### src/rtl/cache_mem_pkg.sv
// rtl/cache_mem_pkg.sv - shared types and geometry helpers for cache_mem_interface
//
// Purpose: holds the memory-interface state enum and the derived geometry
// helpers (beats per line, bytes per beat, line offset width).
// Ports: none (package).

package cache_mem_pkg;

  typedef enum logic [2:0] {
    IDLE,
    WR_BEAT,
    RD_REQ,
    RD_WAIT,
    DONE
  } mem_if_state_t;

  // Number of bus beats needed to move one cache line.
  function automatic int beats(input int line_width, input int bus_width);
    return line_width / bus_width;
  endfunction

  // Byte stride between consecutive beat addresses.
  function automatic int beat_bytes(input int bus_width);
    return bus_width / 8;
  endfunction

  // Number of low address bits that select a byte within a line.
  function automatic int line_offset_bits(input int line_width);
    return $clog2(line_width / 8);
  endfunction

endpackage

### src/rtl/cache_mem_interface.sv
// rtl/cache_mem_interface.sv - line-to-beat bridge between cache_controller and the memory bus
//
// Purpose: launches a line refill or write-back on request, walks the line in
// BUS_WIDTH beats over a valid/ready request bus, assembles read data into
// refill_line, and pulses ready_mem for one cycle when the line is done.
// Ports:
//   clk, rst                   clock, asynchronous active-low reset
//   read_en_mem, write_en_mem  line-level requests from the cache controller
//   line_addr, wb_line         line byte address and write-back data (sampled at launch)
//   refill_line, ready_mem     assembled refill data, one-cycle completion pulse
//   mem_req_valid/ready        beat request handshake
//   mem_we, mem_addr, mem_wdata  beat request payload
//   mem_rvalid, mem_rdata      read beat return

module cache_mem_interface
  import cache_mem_pkg::*;
#(
  parameter int LINE_WIDTH = 128,
  parameter int BUS_WIDTH  = 32,
  parameter int ADDR_WIDTH = 32
) (
  input  logic                  clk,
  input  logic                  rst,
  input  logic                  read_en_mem,
  input  logic                  write_en_mem,
  input  logic [ADDR_WIDTH-1:0] line_addr,
  input  logic [LINE_WIDTH-1:0] wb_line,
  output logic [LINE_WIDTH-1:0] refill_line,
  output logic                  ready_mem,
  output logic                  mem_req_valid,
  input  logic                  mem_req_ready,
  output logic                  mem_we,
  output logic [ADDR_WIDTH-1:0] mem_addr,
  output logic [BUS_WIDTH-1:0]  mem_wdata,
  input  logic                  mem_rvalid,
  input  logic [BUS_WIDTH-1:0]  mem_rdata
);

  localparam int BEATS            = beats(LINE_WIDTH, BUS_WIDTH);
  localparam int BEAT_BYTES       = beat_bytes(BUS_WIDTH);
  localparam int LINE_OFFSET_BITS = line_offset_bits(LINE_WIDTH);
  localparam int BEAT_W           = $clog2(BEATS);
  localparam logic [BEAT_W-1:0] LAST_BEAT = BEAT_W'(BEATS - 1);

  mem_if_state_t         state_q, state_d;
  logic [BEAT_W-1:0]     beat_q, beat_d;
  logic [ADDR_WIDTH-1:0] base_q, base_d;
  logic [LINE_WIDTH-1:0] wb_q, wb_d;
  logic [LINE_WIDTH-1:0] refill_q, refill_d;
  logic                  rd_armed_q, rd_armed_d;
  logic                  wr_armed_q, wr_armed_d;
  logic [ADDR_WIDTH-1:0] launch_base;

  assign launch_base = {line_addr[ADDR_WIDTH-1:LINE_OFFSET_BITS], {LINE_OFFSET_BITS{1'b0}}};

  // Payload is a pure function of registered state, so it is stable while a
  // request waits for mem_req_ready.
  assign mem_addr    = base_q + ADDR_WIDTH'(beat_q) * ADDR_WIDTH'(BEAT_BYTES);
  assign mem_wdata   = wb_q[beat_q*BUS_WIDTH +: BUS_WIDTH];
  assign refill_line = refill_q;

  always_ff @(posedge clk or negedge rst) begin
    if (!rst) begin
      state_q    <= IDLE;
      beat_q     <= '0;
      base_q     <= '0;
      wb_q       <= '0;
      refill_q   <= '0;
      rd_armed_q <= 1'b1;
      wr_armed_q <= 1'b1;
    end else begin
      state_q    <= state_d;
      beat_q     <= beat_d;
      base_q     <= base_d;
      wb_q       <= wb_d;
      refill_q   <= refill_d;
      rd_armed_q <= rd_armed_d;
      wr_armed_q <= wr_armed_d;
    end
  end

  always_comb begin
    state_d       = state_q;
    beat_d        = beat_q;
    base_d        = base_q;
    wb_d          = wb_q;
    refill_d      = refill_q;
    // An enable must be seen low once before it may launch again, so an
    // enable still held just after ready_mem does not start a second transfer.
    rd_armed_d    = rd_armed_q | ~read_en_mem;
    wr_armed_d    = wr_armed_q | ~write_en_mem;
    ready_mem     = 1'b0;
    mem_req_valid = 1'b0;
    mem_we        = 1'b0;

    case (state_q)
      IDLE: begin
        // Write-back goes first so a dirty victim leaves before its
        // replacement is allocated.
        if (write_en_mem && wr_armed_q) begin
          state_d    = WR_BEAT;
          wr_armed_d = 1'b0;
          base_d     = launch_base;
          wb_d       = wb_line;
          beat_d     = '0;
        end else if (read_en_mem && rd_armed_q) begin
          state_d    = RD_REQ;
          rd_armed_d = 1'b0;
          base_d     = launch_base;
          wb_d       = wb_line;
          beat_d     = '0;
        end
      end
      WR_BEAT: begin
        mem_req_valid = 1'b1;
        mem_we        = 1'b1;
        if (mem_req_ready) begin
          beat_d = beat_q + 1'b1;
          if (beat_q == LAST_BEAT) state_d = DONE;
        end
      end
      RD_REQ: begin
        mem_req_valid = 1'b1;
        if (mem_req_ready) state_d = RD_WAIT;
      end
      RD_WAIT: begin
        if (mem_rvalid) begin
          refill_d[beat_q*BUS_WIDTH +: BUS_WIDTH] = mem_rdata;
          beat_d  = beat_q + 1'b1;
          state_d = (beat_q == LAST_BEAT) ? DONE : RD_REQ;
        end
      end
      DONE: begin
        ready_mem = 1'b1;
        beat_d    = '0;
        state_d   = IDLE;
      end
      default: state_d = IDLE;
    endcase
  end

endmodule
### config.mk
export PLATFORM = sky130hd
export DESIGN_NAME = cache_mem_interface
export DESIGN_NICKNAME = d
export VERILOG_FILES = /design/src/rtl/cache_mem_pkg.sv /design/src/rtl/cache_mem_interface.sv
export SDC_FILE = /design/constraint.sdc
export NUM_CORES = 1
export LEC_CHECK = 0
export ABC_AREA = 1
export CAP_MARGIN = 20
export CORE_UTILIZATION = 30
export DETAILED_ROUTE_END_ITERATION = 10
export GPL_TIMING_DRIVEN = 0
export SLEW_MARGIN = 0
export SYNTH_ARGS = -nofsm -noshare
export SYNTH_HDL_FRONTEND = slang
export SYNTH_SLANG_ARGS = --single-unit
### constraint.sdc
create_clock -name clk -period 5.3 [get_ports clk]
set_input_delay 1.06 -clock clk [delete_from_list [all_inputs] [get_ports clk]]
set_output_delay 1.06 -clock clk [all_outputs]
set_load 0.01 [all_outputs]
==> results by group, run 1 <==
Cells and area
  – Area grow syn2layout: 45.1%
  – Footprint of the multi-input gates: about 4400 um2
  – Register area: 7280 um2
  – Post-Layout Inst Area: about 19000 um2
  – Nets: 2185
  – Fillers: approximately 4200
  – Share of cells above drive strength 1: 0.0717

Power and ir drop
  – Clock power frac: 0.243
  – Comb pwr share: 0.417
  – Max VDD drop: roughly 0.00025 V
  – PwrDens: between 500 and 600 nW/um2
  – Tot Pwr: ~0.01 W
  – Switch Pwr: 0.00391 W
  – P_int: 0.00638 W
  – Pleak: between 9 and 10 nW
  – Seq pwr share: 0.340
  – Switching part of the total power: 0.380

Synth
  – Adder-cell area share of the yosys netlist: 0.00578
  – Cell variety after synth: 24
  – Flops & latches, synth: 291
  – Top post-synthesis cells by area: dfrtp_1 56%, nand2_1 11%, o21ai_0 10%
  – Syn. warnings: 0
  – Register area share after synthesis: 0.561
  – Simple-gate area share of the yosys netlist: 0.189
  – Main synth FF type: dfrtp_1
  – Syn Inst Count: 1555
  – Largest family of logic cells by synthesized area: simple AND/OR/NAND/NOR gates
  – Synth area leader: dfrtp_1
  – Synth Cell Area: around 13000 um2
  – Number of synthesized flops with an enable pin: 0
  – Area share of the largest cell type after synthesis: 0.556
  – Async set or reset register ratio after synthesis: 1.00
  – Post-synthesis mux area share: 0
  – Post-Synth XOR/XNOR Area: 0
  – Synth Area in Compound Gates: 0.140
  – Mean Syn Cell Area: between 8 and 9 um2

Critical path
  – Reg2Reg Depth: 7
  – Critical path arrival: 3.30 ns
  – WS Path Type: reg2out
  – Worst Path Max Fanout: 12
  – Type of origin of the critical path: flip-flop
  – R2R setup slack: approximately 2.2 ns
  – Critical Path RT: 4.24 ns
  – Worst flop-to-flop path endpoint: refill_line[4]
  – CP endpoint kind: output port
  – FF-to-FF Start: beat_q[1]

Detailed routing
  – Detailed Route WL: approximately 45000 um
  – Vias: ~12000
  – Antenna viol nets, final: 0
  – Drt drc: 0
  – Drt pass-1 iters: 5
  – Routed len/inst: 17.5 um
  – Initial DRC Count: ~750
  – Routed vias/inst: 4.67

Floorplan
  – Initial Utilization: 0.307
  – Total die area: between 40000 and 50000 um2
  – Core area: 42300 um2
  – Die width: 210 um
  – Row Count: 75
  – Die height: about 210 um
  – Ports: 393

STA
  – Crit share post-route: 0.823
  – Slew HR: 0.523
  – Slew Viols, Final: 0
  – Setup TNS Final: 0 ns
  – Min Tclk post-route: approximately 4.4 ns
  – Hold Fails Final Rpt: 0
  – Setup violators final: 0
  – RSZ-0062 raised after global routing: false
  – Fmax: ~0.23 GHz
  – Worst Skew: ~0.018 ns
  – Worst hold margin: about 0.47 ns
  – Measured slew at the worst slew-check pin: slightly above 0.7 ns

Hold path
  – WHS Endpoint: wr_armed_q
  – Hold Crit Start: wr_armed_q
  – Hold Path Class: reg2reg
  – Min-Delay Path Depth: 2

Clocking
  – Clk Tree Root Cell: clkbuf_16
  – Clk sink count: approximately 290
  – Clk slew on worst S/H paths: 0.06 ns
  – Clock Path Buffers: 3
  – Resized Gates After CTS: 0
  – CTS tree: yes
  – Setup repair bufs after CTS: 0
  – Hold-fix buffers, CTS: 0
  – Latest clock arrival within the worst-skew pair: 0.54 ns
  – CTS Buf Count: 35
  – H-Tree Depth: 2

GRT
  – Antenna violations before repair: 4
  – Vias in the first global route: around 12000
  – First-pass GRT wire length: approximately 70000 um
  – Largest net degree at the start of global routing: approximately 120
  – Gr ovfl total: 0
  – Total GRT Usage: 0.206

Status
  – Status: finished clean

Place
  – Placed inst area: roughly 18000 um2
  – Placer Congestion: a little under 0.9
  – Port Buffers: approximately 390
  – DPL Wire Length: roughly 35000 um

Job
  – Max Cap Viol: 0
==> metrics by stage <==
step,utilization,setup WS (ns),std cells
after global routing,0.446,0.748,2586
after detailed placement,0.417,1.36,2521
after CTS,0.445,0.752,2584
after floorplan,-,2.87,1556
final,0.446,0.936,2586
after global placement,0.416,-9.69,2519
==> worst max-delay path by stage <==
stage | from | end | slack [ns] | cells after the start
2_1_floorplan | beat_q[0] | mem_wdata[10] | 2.87 | 5
3_3_place_gp | rst | wb_q[8] | -9.69 | 1
3_5_place_dp | beat_q[1] | mem_wdata[30] | 1.36 | 5
4_1_cts | beat_q[1] | mem_wdata[30] | 0.75 | 5
5_1_grt | beat_q[1] | mem_wdata[30] | 0.75 | 5
6_report | beat_q[1] | mem_wdata[30] | 0.94 | 5
==> power by group through the flow <==
| stage | sequential [W] | clock (W) | combinational [W] |
|---|---|---|---|
| floorplan | 0.00356 | 0 | 0.00203 |
| global placement | 0.00352 | 0 | 0.00427 |
| detailed placement | 0.00352 | 0 | 0.00434 |
| CTS | 0.00350 | 0.00256 | 0.00436 |
| global route | 0.00359 | 0.00265 | 0.00474 |
| finish | 0.00350 | 0.00250 | 0.00429 |
==> worst max-delay path, cell delays in order, from the launching register on <==
cell and delay [ns]:
dfrtp_1 0.63, inv_1 0.28, clkbuf_1 0.52, o21ai_0 0.28
o22ai_1 0.41, clkdlybuf4s50_1 0.63
==> cell usage after synthesis (2+ instances only) <==
| master | count |
|---|---|
| a21oi_1 | 2 |
| buf_1 | 6 |
| buf_2 | 29 |
| buf_4 | 14 |
| buf_6 | 12 |
| clkbuf_1 | 33 |
| clkbuf_2 | 12 |
| dfrtp_1 | 289 |
| dfstp_2 | 2 |
| ha_1 | 6 |
| inv_1 | 201 |
| inv_2 | 4 |
| nand2_1 | 374 |
| nand3_1 | 134 |
| nor2_1 | 73 |
| nor2_4 | 5 |
| nor3_2 | 2 |
| o21ai_0 | 271 |
| o21ai_1 | 50 |
| o22ai_1 | 32 |
==> layout make-up <==
| type | count | share of cell area |
|---|---|---|
| antenna | 2 | 0.000265 |
| buffer | 106 | 0.0314 |
| clock buffer | 50 | 0.0553 |
| clock inverter | 13 | 0.00876 |
| inverter | 205 | 0.0408 |
| multi-input combinational | 954 | 0.231 |
| sequential | 291 | 0.386 |
| tap | 577 | 0.0383 |
| timing repair buffer | 388 | 0.208 |
==> placed cells by master (no fill, tap or decap), types with 4 or more instances in the layout <==
cell type / synthesis / layout
clkdlybuf4s50_1: 0 / 385
nand2_1: 374 / 374
dfrtp_1: 289 / 289
o21ai_0: 271 / 271
inv_1: 201 / 201
nand3_1: 134 / 134
nor2_1: 73 / 73
o21ai_1: 50 / 50
clkbuf_1: 33 / 38
clkbuf_16: 0 / 36
o22ai_1: 32 / 32
buf_2: 29 / 29
buf_4: 14 / 14
clkbuf_2: 12 / 12
buf_6: 12 / 12
clkbuf_8: 0 / 9
buf_1: 6 / 6
ha_1: 6 / 6
nor2_4: 5 / 5
clkinv_2: 0 / 5
inv_2: 4 / 4
==> kinds of logic after synthesis <==
| family | after synthesis |
|---|---|
| buffers and inverters | 311 |
| flip-flops | 291 |
| other | 1 |
| AO/OA/AOI/OAI | 355 |
| adder cells (fa/ha/maj) | 6 |
| AND/OR/NAND/NOR | 591 |
==> flip-flops by register name, indices dropped and copies added, names as in the netlist <==
signal and cells:
base_q 28, beat_q 2, rd_armed_q 1, refill_line 128, state_q 3, wb_q 128, wr_armed_q 1
==> metal layers <==
metal	wire length, um	track usage
met1	18900	0.253
met5	8	0.00222
met3	3290	0.0511
met2	21900	0.350
met4	1270	0.0743
(Power assumes the default switching activity.)
==> run 2, diff against run 1 <==
- clock period: 5.3 -> 4.35 ns (I/O delays scaled with it)
==> results by group, run 2 (synthesis gave the netlist of run 1 again) <==
Place
  – Placer Congestion: 0.882 (unchanged)
  – Port Buffers: 386 (unchanged)
  – Placed inst area: 17600 um2 (unchanged)
  – Dpl cells: 2521 (unchanged)
  – DPL Wire Length: 34800 um (unchanged)

STA
  – Measured slew at the worst slew-check pin: 0.718 ns (+0.00611 ns)
  – Slew HR: 0.522 (-0.00149)
  – RSZ-0062 raised after global routing: false
  – Crit share post-route: 0.942
  – Worst hold margin: 0.366 ns (-0.104 ns)
  – Min Tclk post-route: between 4 and 5 ns
  – Worst Skew: 0.0170 ns (-0.000954 ns)
  – Fmax: 0.244 GHz
  – Hold Fails Final Rpt: 0 (unchanged)
  – Setup violators final: 0 (unchanged)
  – Slew Viols, Final: 0 (unchanged)

Cells and area
  – Area grow syn2layout: 45.1% (unchanged)
  – Post-Layout Inst Area: 18900 um2 (unchanged)
  – Most common cell after layout, fill and taps aside: clkdlybuf4s50_1
  – Post-route insts no fill: 2585 (-0.039%)
  – Share of cells above drive strength 1: 0.0723 (+0.000534)
  – Post-layout util: 0.446 (unchanged)
  – Nets: 2184 (-0.046%)
  – Most frequent cells in the layout: 385 x clkdlybuf4s50_1, 374 x nand2_1, 289 x dfrtp_1

Clocking
  – H-Tree Depth: 2 (unchanged)
  – Clk sink count: 291 (unchanged)
  – CTS Buf Count: 35 (unchanged)
  – CTS tree: yes
  – Hold-fix buffers, CTS: 0 (unchanged)
  – Clk Tree Root Cell: clkbuf_16
  – Clk slew on worst S/H paths: 0.06 ns (about the same)
  – Latest clock arrival within the worst-skew pair: 0.54 ns (about the same)
  – Clock Path Buffers: 3 (unchanged)

Power and ir drop
  – PwrDens: 665 nW/um2 (+22%)
  – Tot Pwr: 0.0125 W (+22%)
  – Pleak: 9.51 nW (about the same)
  – Max VDD drop: 0.000310 V (+22%)

Critical path
  – Number of buffers and inverters on the critical path: 4 (+1)
  – Worst Path Max Fanout: 10 (-2)
  – FF-to-FF Start: beat_q[1]
  – Critical Path RT: 3.48 ns (-0.76 ns)
  – CP endpoint kind: output port
  – WS Path Type: reg2out
  – Crit path from: beat_q[0]
  – Crit-path cells: buf_2 > buf_4 > clkbuf_1 > nor2_1 > o22ai_1 > clkdlybuf4s50_1
  – Type of origin of the critical path: flip-flop
  – Critical path arrival: 3.23 ns (-0.07 ns)
  – Critical path's largest stage delay: 0.63 ns (about the same)
  – Delay-heaviest family, CP: buffers and inverters
  – CP max-delay cell: clkdlybuf4s50_1

GRT
  – Largest net degree at the start of global routing: 115 (unchanged)
  – Gr ovfl total: 0 (unchanged)
  – Total GRT Usage: 0.206 (unchanged)
  – First-pass GRT wire length: 70100 um (unchanged)
  – Antenna violations before repair: 4 (unchanged)
  – Vias in the first global route: 12400 (unchanged)

Hold path
  – Hold Path Class: in2async

Floorplan
  – Row Count: 75 (unchanged)
  – Initial Utilization: 0.307 (unchanged)
  – Core area: 42300 um2 (unchanged)
  – Die width: 210 um (unchanged)
  – Total die area: 44200 um2 (unchanged)
  – Ports: 393 (unchanged)
  – Die height: 210 um (unchanged)

Detailed routing
  – Drt drc: 0 (unchanged)
  – Routed vias/inst: 4.69 (+0.40%)
  – Antenna viol nets, final: 0 (unchanged)
  – Drt pass-1 iters: 5 (unchanged)
  – Detailed Route WL: 45300 um (about the same)
  – Initial DRC Count: 729 (-3.2%)
  – Vias: 12100 (+0.36%)
  – Routed len/inst: 17.5 um (about the same)

Job
  – Max Cap Viol: 0 (unchanged)

Status
  – Status: finished clean
[run 2: power by group]
group	switching [W]	total [W]	leakage [nW]	internal (W)
sequential	0.000561	0.00426	3.80	0.00370
combinational	0.00302	0.00523	5.11	0.00222
clock	0.00119	0.00305	0.597	0.00186
total	0.00477	0.0125	9.51	0.00778
[run 2: worst paths after layout]
check / cells after the start / slack, ns / end
max: 6 / 0.25 / mem_wdata[30]
min: 1 / 0.37 / refill_line[100]
max reg2reg: 6 / 1.30 / refill_line[4]
min reg2reg: 2 / 0.47 / wr_armed_q
max in group asynchronous: 2 / 2.92 / wb_q[66]
min in group clk: 2 / 0.47 / wr_armed_q
[run 2: repair_timing]
item                       4_1_cts  5_1_grt
hold endpoints to repair         0        0
resized for setup                0        1
setup endpoints to repair        1        2
buffers inserted                 0        0
[run 2: per-layer routing]
metal	wire length, um	track usage
met1	18900	0.253
met2	21900	0.350
met3	3260	0.0511
met4	1280	0.0743
met5	8	0.00222
[run 2: worst register-to-register path: cells and delay by family (launching register included)]
| kind | cells | cell delay (ns) |
|---|---|---|
| flip-flops | 1 | 0.80 |
| buffers and inverters | 2 | 0.92 |
| AND/OR/NAND/NOR | 3 | 0.76 |
| adder cells (fa/ha/maj) | 1 | 0.49 |
[run 2: through the flow]
stage	TNS (ns)	setup slack (ns)
final	0	0.250
after CTS	0	0.0310
after floorplan	0	2.11
after global routing	0	0.00687
after detailed placement	0	0.605
after global placement	-3015.04	-10.45
[run 2: cell type report]
type                       instances  area (um2)
inverter                         205         773
clock buffer                      50        1040
buffer                           105         588
sequential                       291        7280
fill                            4173       23500
timing repair buffer             388        3920
multi-input combinational        954        4350
tap                              577         722
antenna                            2        5.00
clock inverter                    13         165
